[config.mk]
export PLATFORM = sky130hd
export DESIGN_NAME = bcd_addsub_serial_flat
export DESIGN_NICKNAME = d
export VERILOG_FILES = /design/src/rtl/bcd_pkg.sv /design/src/rtl/bcd_addsub_serial_if.sv /design/src/rtl/bcd_digit_adder.sv /design/src/rtl/bcd_addsub_serial.sv /design/src/flat_wrapper.sv
export SDC_FILE = /design/constraint.sdc
export NUM_CORES = 1
export LEC_CHECK = 0
export ABC_AREA = 1
export BUFFER_PORTS_ARGS = -buffer_cell sky130_fd_sc_hd__buf_2
export CAP_MARGIN = 20
export CORE_MARGIN = 3
export CORE_UTILIZATION = 55
export DETAILED_ROUTE_END_ITERATION = 6
export PLACE_DENSITY_LB_ADDON = 0.2
export SYNTH_ARGS = -nofsm -noshare
export SYNTH_HDL_FRONTEND = slang
export SYNTH_SLANG_ARGS = --single-unit
[constraint.sdc]
create_clock -name clk -period 3.1 [get_ports clk]
set_input_delay 0.775 -clock clk [delete_from_list [all_inputs] [get_ports clk]]
set_output_delay 0.775 -clock clk [all_outputs]
set_load 0.005 [all_outputs]
[src/rtl/bcd_pkg.sv]
// Shared definitions for the serial BCD adder/subtractor: digit width,
// controller state encoding and the decimal-nine constant.
package bcd_pkg;
    localparam int          BCD_W = 4;
    localparam logic [3:0]  NINE  = 4'd9;

    typedef enum logic [1:0] {
        IDLE = 2'd0,
        RUN  = 2'd1,
        DONE = 2'd2
    } state_t;

    function automatic logic digit_bad(input logic [BCD_W-1:0] d);
        return d > NINE;
    endfunction
endpackage

[src/rtl/bcd_addsub_serial_if.sv]
// Request/result bundle of the serial BCD adder/subtractor.
// Handshake: start is taken on a clk edge only when busy=0; done pulses for one
// cycle when f/cout/err carry the new result, which then holds until the next done.
interface bcd_addsub_serial_if #(parameter int DIGITS = 4);
    import bcd_pkg::*;

    logic                      start;
    logic                      sub;
    logic                      cin;
    logic [BCD_W*DIGITS-1:0]   a;
    logic [BCD_W*DIGITS-1:0]   b;
    logic                      busy;
    logic                      done;
    logic [BCD_W*DIGITS-1:0]   f;
    logic                      cout;
    logic                      err;

    modport master (output start, sub, cin, a, b,
                    input  busy, done, f, cout, err);
    modport slave  (input  start, sub, cin, a, b,
                    output busy, done, f, cout, err);
endinterface

[src/rtl/bcd_digit_adder.sv]
// One decimal digit of addition with the +6 correction; purely combinational.
module bcd_digit_adder
    import bcd_pkg::*;
(
    input  logic [BCD_W-1:0] a_i,
    input  logic [BCD_W-1:0] b_i,
    input  logic             c_i,
    output logic [BCD_W-1:0] digit_o,
    output logic             c_o
);
    logic [BCD_W:0] s;

    always_comb begin
        s = {1'b0, a_i} + {1'b0, b_i} + {{BCD_W{1'b0}}, c_i};
        if (s > {1'b0, NINE}) begin
            digit_o = BCD_W'(s + 5'd6);
            c_o     = 1'b1;
        end else begin
            digit_o = s[BCD_W-1:0];
            c_o     = 1'b0;
        end
    end
endmodule

[src/rtl/bcd_addsub_serial.sv]
// Digit-serial BCD add/subtract: one digit per clock, LSD first, result
// published on the DONE edge and held until the next completion.
module bcd_addsub_serial
    import bcd_pkg::*;
#(
    parameter int DIGITS = 4
) (
    input  logic                 clk,
    input  logic                 rst,
    bcd_addsub_serial_if.slave   bus_io,
    output state_t               state_o
);
    localparam int W     = BCD_W * DIGITS;
    localparam int IDX_W = (DIGITS > 1) ? $clog2(DIGITS) : 1;

    state_t             state_q;
    logic               busy_q, done_q;
    logic [W-1:0]       a_q, b_q, res_q, f_q;
    logic               sub_q, carry_q, cout_q, err_q, err_acc_q;
    logic [IDX_W-1:0]   idx_q;

    logic [BCD_W-1:0]   a_dig, b_dig, b_eff, sum_dig;
    logic               carry_nx, dig_bad, last_dig;
    logic [W-1:0]       res_d;

    // Subtraction is A + (nines complement of B) + 1, the +1 entering as initial carry.
    assign a_dig    = a_q[BCD_W-1:0];
    assign b_dig    = b_q[BCD_W-1:0];
    assign b_eff    = sub_q ? (NINE - b_dig) : b_dig;
    assign dig_bad  = digit_bad(a_dig) | digit_bad(b_dig);
    assign last_dig = (idx_q == IDX_W'(DIGITS - 1));
    assign res_d    = (res_q >> BCD_W) | (W'(sum_dig) << (W - BCD_W));

    bcd_digit_adder u_digit_adder (
        .a_i     (a_dig),
        .b_i     (b_eff),
        .c_i     (carry_q),
        .digit_o (sum_dig),
        .c_o     (carry_nx)
    );

    always_ff @(posedge clk or posedge rst) begin
        if (rst) begin
            state_q   <= IDLE;
            busy_q    <= 1'b0;
            done_q    <= 1'b0;
            a_q       <= '0;
            b_q       <= '0;
            res_q     <= '0;
            f_q       <= '0;
            sub_q     <= 1'b0;
            carry_q   <= 1'b0;
            cout_q    <= 1'b0;
            err_q     <= 1'b0;
            err_acc_q <= 1'b0;
            idx_q     <= '0;
        end else begin
            done_q <= 1'b0;
            if (state_q == RUN) begin
                a_q       <= a_q >> BCD_W;
                b_q       <= b_q >> BCD_W;
                res_q     <= res_d;
                carry_q   <= carry_nx;
                err_acc_q <= err_acc_q | dig_bad;
                idx_q     <= idx_q + 1'b1;
                if (last_dig) begin
                    state_q <= DONE;
                    busy_q  <= 1'b0;
                    done_q  <= 1'b1;
                    f_q     <= res_d;
                    cout_q  <= carry_nx;
                    err_q   <= err_acc_q | dig_bad;
                end
            end else if (bus_io.start) begin
                // Accepted from IDLE or DONE; DONE->RUN gives back-to-back operation.
                state_q   <= RUN;
                busy_q    <= 1'b1;
                a_q       <= bus_io.a;
                b_q       <= bus_io.b;
                sub_q     <= bus_io.sub;
                carry_q   <= bus_io.sub ? 1'b1 : bus_io.cin;
                res_q     <= '0;
                err_acc_q <= 1'b0;
                idx_q     <= '0;
            end else begin
                state_q <= IDLE;
            end
        end
    end

    assign bus_io.busy = busy_q;
    assign bus_io.done = done_q;
    assign bus_io.f    = f_q;
    assign bus_io.cout = cout_q;
    assign bus_io.err  = err_q;
    assign state_o     = state_q;
endmodule

[src/flat_wrapper.sv]
// flat-port wrapper written by rule: the top's interface ports become plain ports
module bcd_addsub_serial_flat import bcd_pkg::*;
#(
    parameter int DIGITS = 4
)
  (clk, rst, state_o, bus_io_start, bus_io_sub, bus_io_cin, bus_io_a, bus_io_b, bus_io_busy, bus_io_done, bus_io_f, bus_io_cout, bus_io_err);
  bcd_addsub_serial_if #(.DIGITS(DIGITS)) bus_io_i ();
  input  logic clk;
  input  logic rst;
  output state_t state_o;
  input wire logic [$bits(bus_io_i.start)-1:0] bus_io_start;
  input wire logic [$bits(bus_io_i.sub)-1:0] bus_io_sub;
  input wire logic [$bits(bus_io_i.cin)-1:0] bus_io_cin;
  input wire logic [$bits(bus_io_i.a)-1:0] bus_io_a;
  input wire logic [$bits(bus_io_i.b)-1:0] bus_io_b;
  output wire logic [$bits(bus_io_i.busy)-1:0] bus_io_busy;
  output wire logic [$bits(bus_io_i.done)-1:0] bus_io_done;
  output wire logic [$bits(bus_io_i.f)-1:0] bus_io_f;
  output wire logic [$bits(bus_io_i.cout)-1:0] bus_io_cout;
  output wire logic [$bits(bus_io_i.err)-1:0] bus_io_err;
  assign bus_io_i.start = bus_io_start;
  assign bus_io_i.sub = bus_io_sub;
  assign bus_io_i.cin = bus_io_cin;
  assign bus_io_i.a = bus_io_a;
  assign bus_io_i.b = bus_io_b;
  assign bus_io_busy = bus_io_i.busy;
  assign bus_io_done = bus_io_i.done;
  assign bus_io_f = bus_io_i.f;
  assign bus_io_cout = bus_io_i.cout;
  assign bus_io_err = bus_io_i.err;
  bcd_addsub_serial #(.DIGITS(DIGITS)) u_core (.clk(clk), .rst(rst), .bus_io(bus_io_i), .state_o(state_o));
endmodule
# ---- Yosys cells after proc, flatten, opt, wreduce, memory -nomap -nowiden
# Cells that the tools add are included.
# Widths: inputs -> output; s select.
dict set report op_classes {
  add_sub_neg 5
  multipliers 0
  div_mod_pow 0
  order_cmp 3
  eq_ne 3
  n_shift 0
  n_mux 24
  bitwise 4
  n_reduce_logical 4
}
# op n
set op_table {}
lappend op_table {{$mux 16} 6}
lappend op_table {{$or 12x16->16} 1}
lappend op_table {{$mux 1} 12}
lappend op_table {{$gt 4x4->1 const B} 2}
lappend op_table {{$mux 2} 4}
lappend op_table {{$mux 4} 2}
lappend op_table {{$reduce_and 2->1} 3}
lappend op_table {{$add 4x4->5} 1}
lappend op_table {{$add 5x1->5} 1}
lappend op_table {{$gt 5x4->1 const B} 1}
lappend op_table {{$add 4x3->4 const B} 1}
lappend op_table {{$sub 4x4->4 const A} 1}
lappend op_table {{$add 2x1->2 const B} 1}
lappend op_table {{$eq 2x1->1 const B} 1}
lappend op_table {{$eq 2x2->1 const B} 1}
lappend op_table {{$ne 2x1->1 const B} 1}
lappend op_table {{$or 1x1->1} 2}
lappend op_table {{$reduce_bool 2->1} 1}
lappend op_table {{$not 1->1} 1}
dict set report totals {
  reg_bits 75
  latchBits 0
  ram_bits 0
  mem_bits_ro 0
  inputBits 37
  elab_cells 56
  n_memories 0
}

# ---- Logic depth before layout (Yosys ltp)
dict set report depth {
  depth_word 8
  ltp_mapped 17
  mapped_depth_nobuf 17
}

# ---- Modules after synthesis
# A second synthesis with hierarchy kept.
dict set report unflattened {
  cells_unflattened 361
  hier_area_um2 3315.7
}
# mod n_inst cells_each area_each_um2
set modules_own_cells {}
lappend modules_own_cells {bcd_addsub_serial 1 314 3015.4}
lappend modules_own_cells {bcd_digit_adder 1 47 300.3}

# ---- Worst setup path before layout
# Ideal clock, no wire load.
dict set report synth_path {
  kind {reg2reg}
  startpoint {register u_core.sub_q}
  endpoint {register u_core.f_q[15] (netlist: u_core.bus_io.f[15])}
  arrival_time_ns 2.227
  required_time_ns 2.983
  slack_ns 0.756
  path_stages_with_launch 15
  synth_period_minus_slack_ns 2.344
  path_cell_list {dfrtp_1 xnor2_1 fa_1 inv_1 fa_1 inv_1 ha_1 nand2_1 a21boi_2 nand2_2 nand2_4 nand2_1 nand2_1 nand2_1 nand2_1}
}
dict set report synth_via {
  elab_chain_cells 6
}
# item line
set synth_rtl {}
lappend synth_rtl {{start: declaration} bcd_addsub_serial.sv:19} ;# logic sub_q, carry_q, cout_q, err_q, err_acc_q;
lappend synth_rtl {{start signal: assignment} bcd_addsub_serial.sv:80} ;# sub_q <= bus_io.sub;
lappend synth_rtl {{$mux 4 *} bcd_addsub_serial.sv:29} ;# assign b_eff = sub_q ? (NINE - b_dig) : b_dig;
lappend synth_rtl {{$add 4x4->5 *} bcd_digit_adder.sv:14} ;# s = {1'b0, a_i} + {1'b0, b_i} + {{BCD_W{1'b0}}, c_i};
lappend synth_rtl {{$add 5x1->5 *} bcd_digit_adder.sv:14}
lappend synth_rtl {{$add 4x3->4 / $gt 5x4->1 (equally long branches)} {bcd_digit_adder.sv:16, bcd_digit_adder.sv:15}}
lappend synth_rtl {{$mux 4 *} bcd_digit_adder.sv:15} ;# if (s > {1'b0, NINE}) begin
lappend synth_rtl {{$or 12x16->16 *} bcd_addsub_serial.sv:32} ;# assign res_d = (res_q >> BCD_W) | (W'(sum_dig) << (W - BCD_W));
lappend synth_rtl {{end signal: assignment} bcd_addsub_serial.sv:70} ;# f_q <= res_d;
lappend synth_rtl {{end: declaration} bcd_addsub_serial.sv:18} ;# logic [W-1:0] a_q, b_q, res_q, f_q;
# Mark *: on every way between the ends. The rest lies on a longest branch, timed or not.
# A chain may end at the register's enable or synchronous reset.

# ---- Worst setup path in the final report
dict set report layout_path {
  startpoint {register u_core.sub_q}
  endpoint {register u_core.res_q[13]}
}
dict set report layout_via {
  elab_chain_cells 7
}
# item line
set layout_rtl {}
lappend layout_rtl {{$mux 4 *} bcd_addsub_serial.sv:29}
lappend layout_rtl {{$add 4x4->5 *} bcd_digit_adder.sv:14}
lappend layout_rtl {{$add 5x1->5 *} bcd_digit_adder.sv:14}
lappend layout_rtl {{$add 4x3->4 / $gt 5x4->1 (equally long branches)} {bcd_digit_adder.sv:16, bcd_digit_adder.sv:15}}
lappend layout_rtl {{$mux 4 *} bcd_digit_adder.sv:15}
lappend layout_rtl {{$or 12x16->16 *} bcd_addsub_serial.sv:32}
lappend layout_rtl {{$mux 16 *} bcd_addsub_serial.sv:59} ;# if (state_q == RUN) begin
lappend layout_rtl {{end signal: assignment} bcd_addsub_serial.sv:62} ;# res_q <= res_d;
lappend layout_rtl {{end: declaration} bcd_addsub_serial.sv:18}
# Marks and branches as above.

==> impl_results.md <==
- DRT iter0 DRCs: 121
- R2R Setup Slk: 0.53 ns
- Crit. End Element: flip-flop
- Dpl hpwl: 4.65 mm
- Peak Freq: 390 MHz
- Final Slew Violations: 0
- Starting density of the core: 58.9%
- Min Hold Slack: 0.443 ns
- Post-route non-filler standard cell count: 477
- Area grow syn2layout: 16.4%
- CTS tree: yes
- Cell count after synthesis: 342
- # diodes: 0
- DRC: 0
- Chip Width: 81.3 um
- Setup Fix Bufs, Post-CTS: 0
- Drt via density: 5.09
- Total number of vias: 2428
- Inst Count DP: 461
- Htree depth: 3
- Syn avg cell area: 9.13 um^2
- GRT Resource Usage Total: 22.1%
- Netlist cell types: 26
- Critical path arrival: 2.77 ns
- Metal2 WL: 3.07 mm
- Worst slew pin tran: 0.726 ns
- Pin count of the biggest net entering global routing: 29
- Post-CTS Hold Fix Bufs: 0
- Rel. slew slack: 51.6%
- Die H: 81.3 um
- # IOs: 59
- Routed wire length: 6.44 mm
- Setup TNS: 0 ns
- Die area: 6620 um^2
- Final Setup Violations: 0
- Final hold violations: 0
- Critical Path Start: u_core.sub_q
- Worst r2r src: u_core.sub_q
- Clock Pin Slew Worst Setup and Hold Paths: 0.07 ns
- Crit-path cells: xnor2_1 -> fa_1 -> inv_1 -> fa_1 -> inv_1 -> ha_1 -> nand2_1 -> a21boi_2 -> nand2_2 -> nand3_1 -> nand3_1 -> o21ai_0
- Critical path buffers and inverters: 2
- Yosys warns: 0
- CP peak stage delay: 0.46 ns
- Root Buffer: clkbuf_8
- Hold Crit Class: primary input to asynchronous set/reset pin
- Core Region: 5300 um^2
- Status: finished, final reports clean
- Tmin final: 2.57 ns
- Met3 WL: 335 um
- GRT overflow: 0
- Max cap viols: 0
- Worst setup margin: 0.533 ns
- Vias in the first global route: 2401
- #FFs+latches synth: 71
- Unrepaired setup endpoints after global routing: false
- DR pass1 iterations: 4
- CP Max Fanout: 5
- Layout cells sized above 1: 21.9%
- Mapped cell area: 3120 um^2
- Top Metal Used: met4
- FP Rows: 26
- Crit-path leading delay family: adder cells
- Post-synthesis sequential area ratio: 56.9%
- Post-synth top area share: 56.9%
- Clk_skew: 0.00958 ns
- Synth area leader: dfrtp_1
- Top cells by area, synth: dfrtp_1 57%, nand2_1 14%, nand3_1 4.8%, inv_1 4.4%, o21ai_0 3.7%
- Wire length on met1: 2.96 mm
- Gates resized, CTS repair: 0
- WP depth: 12
- CP Data Required Time: 3.30 ns
- RR Endpoint: u_core.res_q[13]
- GP Congestion: 0.891
- Reg2Reg Depth: 12
- Static leakage: 1.90 nW
- Worst VDD drop: 632 uV
- Dpl ws: 0.554 ns
- CTS Buf Count: 9
- Mapped Nets: 387
- First-pass GRT wire length: 11.0 mm
- Clock Sinks: 71
- Worst skew pair latency: 0.35 ns
- Power Dens Cells: 1150 nW/um^2
- Avg WL per Cell: 13.5 um
- Max clock buf depth: 2
- Post-route ant nets: 0
- Critical path class: flip-flop to flip-flop
- Fin crit share: 82.8%
- CP endpoint: u_core.res_q[13]
- Critical path's slowest cell: fa_1
- Antenna violations before repair: 0
- I/O Buffers: 58
- Crit start category: flip-flop
- Nets: 447
[logic make-up after synthesis]
| kind of cell | count (synthesis) | share of synthesized area [%] |
|---|---|---|
| multiplexers | 1 | 0.361 |
| adder cells (fa/ha/maj) | 8 | 3.69 |
| XOR/XNOR | 2 | 0.561 |
| buffers and inverters | 52 | 7.25 |
| flip-flops | 71 | 56.9 |
| AND/OR/NAND/NOR | 156 | 20.8 |
| AO/OA/AOI/OAI | 52 | 10.4 |
[cell usage after synthesis, drive strengths merged]
| cell | count |
|---|---|
| buf | 12 |
| ha | 6 |
| inv | 37 |
| a21oi | 3 |
| dfrtp | 71 |
| nor2 | 9 |
| xnor2 | 1 |
| o21ai | 24 |
| xor2 | 1 |
| clkbuf | 3 |
| o22ai | 10 |
| nand2 | 117 |
| fa | 2 |
| a21boi | 1 |
| mux2 | 1 |
| o211ai | 9 |
| nand3 | 30 |
| a22o | 5 |
[how the worst min path moves through the flow]
stage,from,to,slack (ns),cells after the start
floorplan,u_core.res_q[15],u_core.res_q[15],0.45,2
global placement,u_core.bus_io.cout,u_core.bus_io.cout,0.46,2
detailed placement,u_core.bus_io.f[4],u_core.bus_io.f[4],0.47,2
CTS,rst,u_core.a_q[8],0.45,2
global route,rst,u_core.a_q[8],0.46,2
finish,rst,u_core.a_q[8],0.44,2
[power breakdown]
part           internal, W  total, W  switching [W]
logic             0.000763   0.00200        0.00124
registers          0.00132   0.00150       0.000186
clock network     0.000332  0.000658       0.000326
total              0.00241   0.00417        0.00175
[flip-flops by register name (all words and copies together) (netlist names)]
register / count
u_core.idx_q: 2
u_core.bus_io.err: 1
u_core.sub_q: 1
u_core.bus_io.cout: 1
u_core.err_acc_q: 1
u_core.res_q: 12
u_core.bus_io.done: 1
u_core.carry_q: 1
u_core.state_o: 2
u_core.bus_io.f: 16
u_core.b_q: 16
u_core.a_q: 16
u_core.bus_io.busy: 1
[through the flow]
stage          cell area (um^2)  total power [W]  utilization, %
6_report                   3630          0.00417            68.5
4_1_cts                    3630          0.00419            68.5
3_5_place_dp               3460          0.00353            65.2
3_3_place_gp               3460          0.00343            65.2
5_1_grt                    3630          0.00460            68.5
2_1_floorplan              3120          0.00302               -
[worst reg2reg max path: cells and delay by family, from the launching register on]
| kind | cells | cell delay (ns) |
|---|---|---|
| flip-flops | 1 | 0.43 |
| AND/OR/NAND/NOR | 4 | 0.38 |
| adder cells (fa/ha/maj) | 3 | 1.01 |
| buffers and inverters | 2 | 0.22 |
| AO/OA/AOI/OAI | 2 | 0.22 |
| XOR/XNOR | 1 | 0.16 |
[layer usage]
metal  global-route usage (%)  vias up
li1                         -     1220
met2                     35.2       61
met1                     29.3     1137
met5                        0        -
met3                     6.98       10
met4                     6.25        0
[layout make-up]
| cell class | count | area, um^2 |
|---|---|---|
| clock buffers | 13 | 159 |
| clock inverters | 3 | 17.5 |
| fillers | 440 | 1670 |
| inverters | 37 | 139 |
| multi-input cells | 219 | 1120 |
| flip-flops and latches | 71 | 1780 |
| well taps | 70 | 87.6 |
| repair buffers | 64 | 335 |
[placed cells by master (no fill, tap or decap)]
cell          n
nand2_1     113
dfrtp_1      71
buf_2        58
inv_1        36
nand3_1      30
o21ai_0      23
clkbuf_8     11
o22ai_1      10
o211ai_1      9
nor2_1        6
ha_1          6
buf_4         6
a22o_1        5
nand2_2       3
nor2_2        2
a21oi_1       2
fa_1          2
clkbuf_1      2
clkinv_2      2
nor2_4        1
a21boi_2      1
a21oi_2       1
nand2_4       1
mux2_2        1
xnor2_1       1
xor2_1        1
inv_2         1
o21ai_1       1
clkinvlp_4    1
Power figures use the tool's default switching activity.
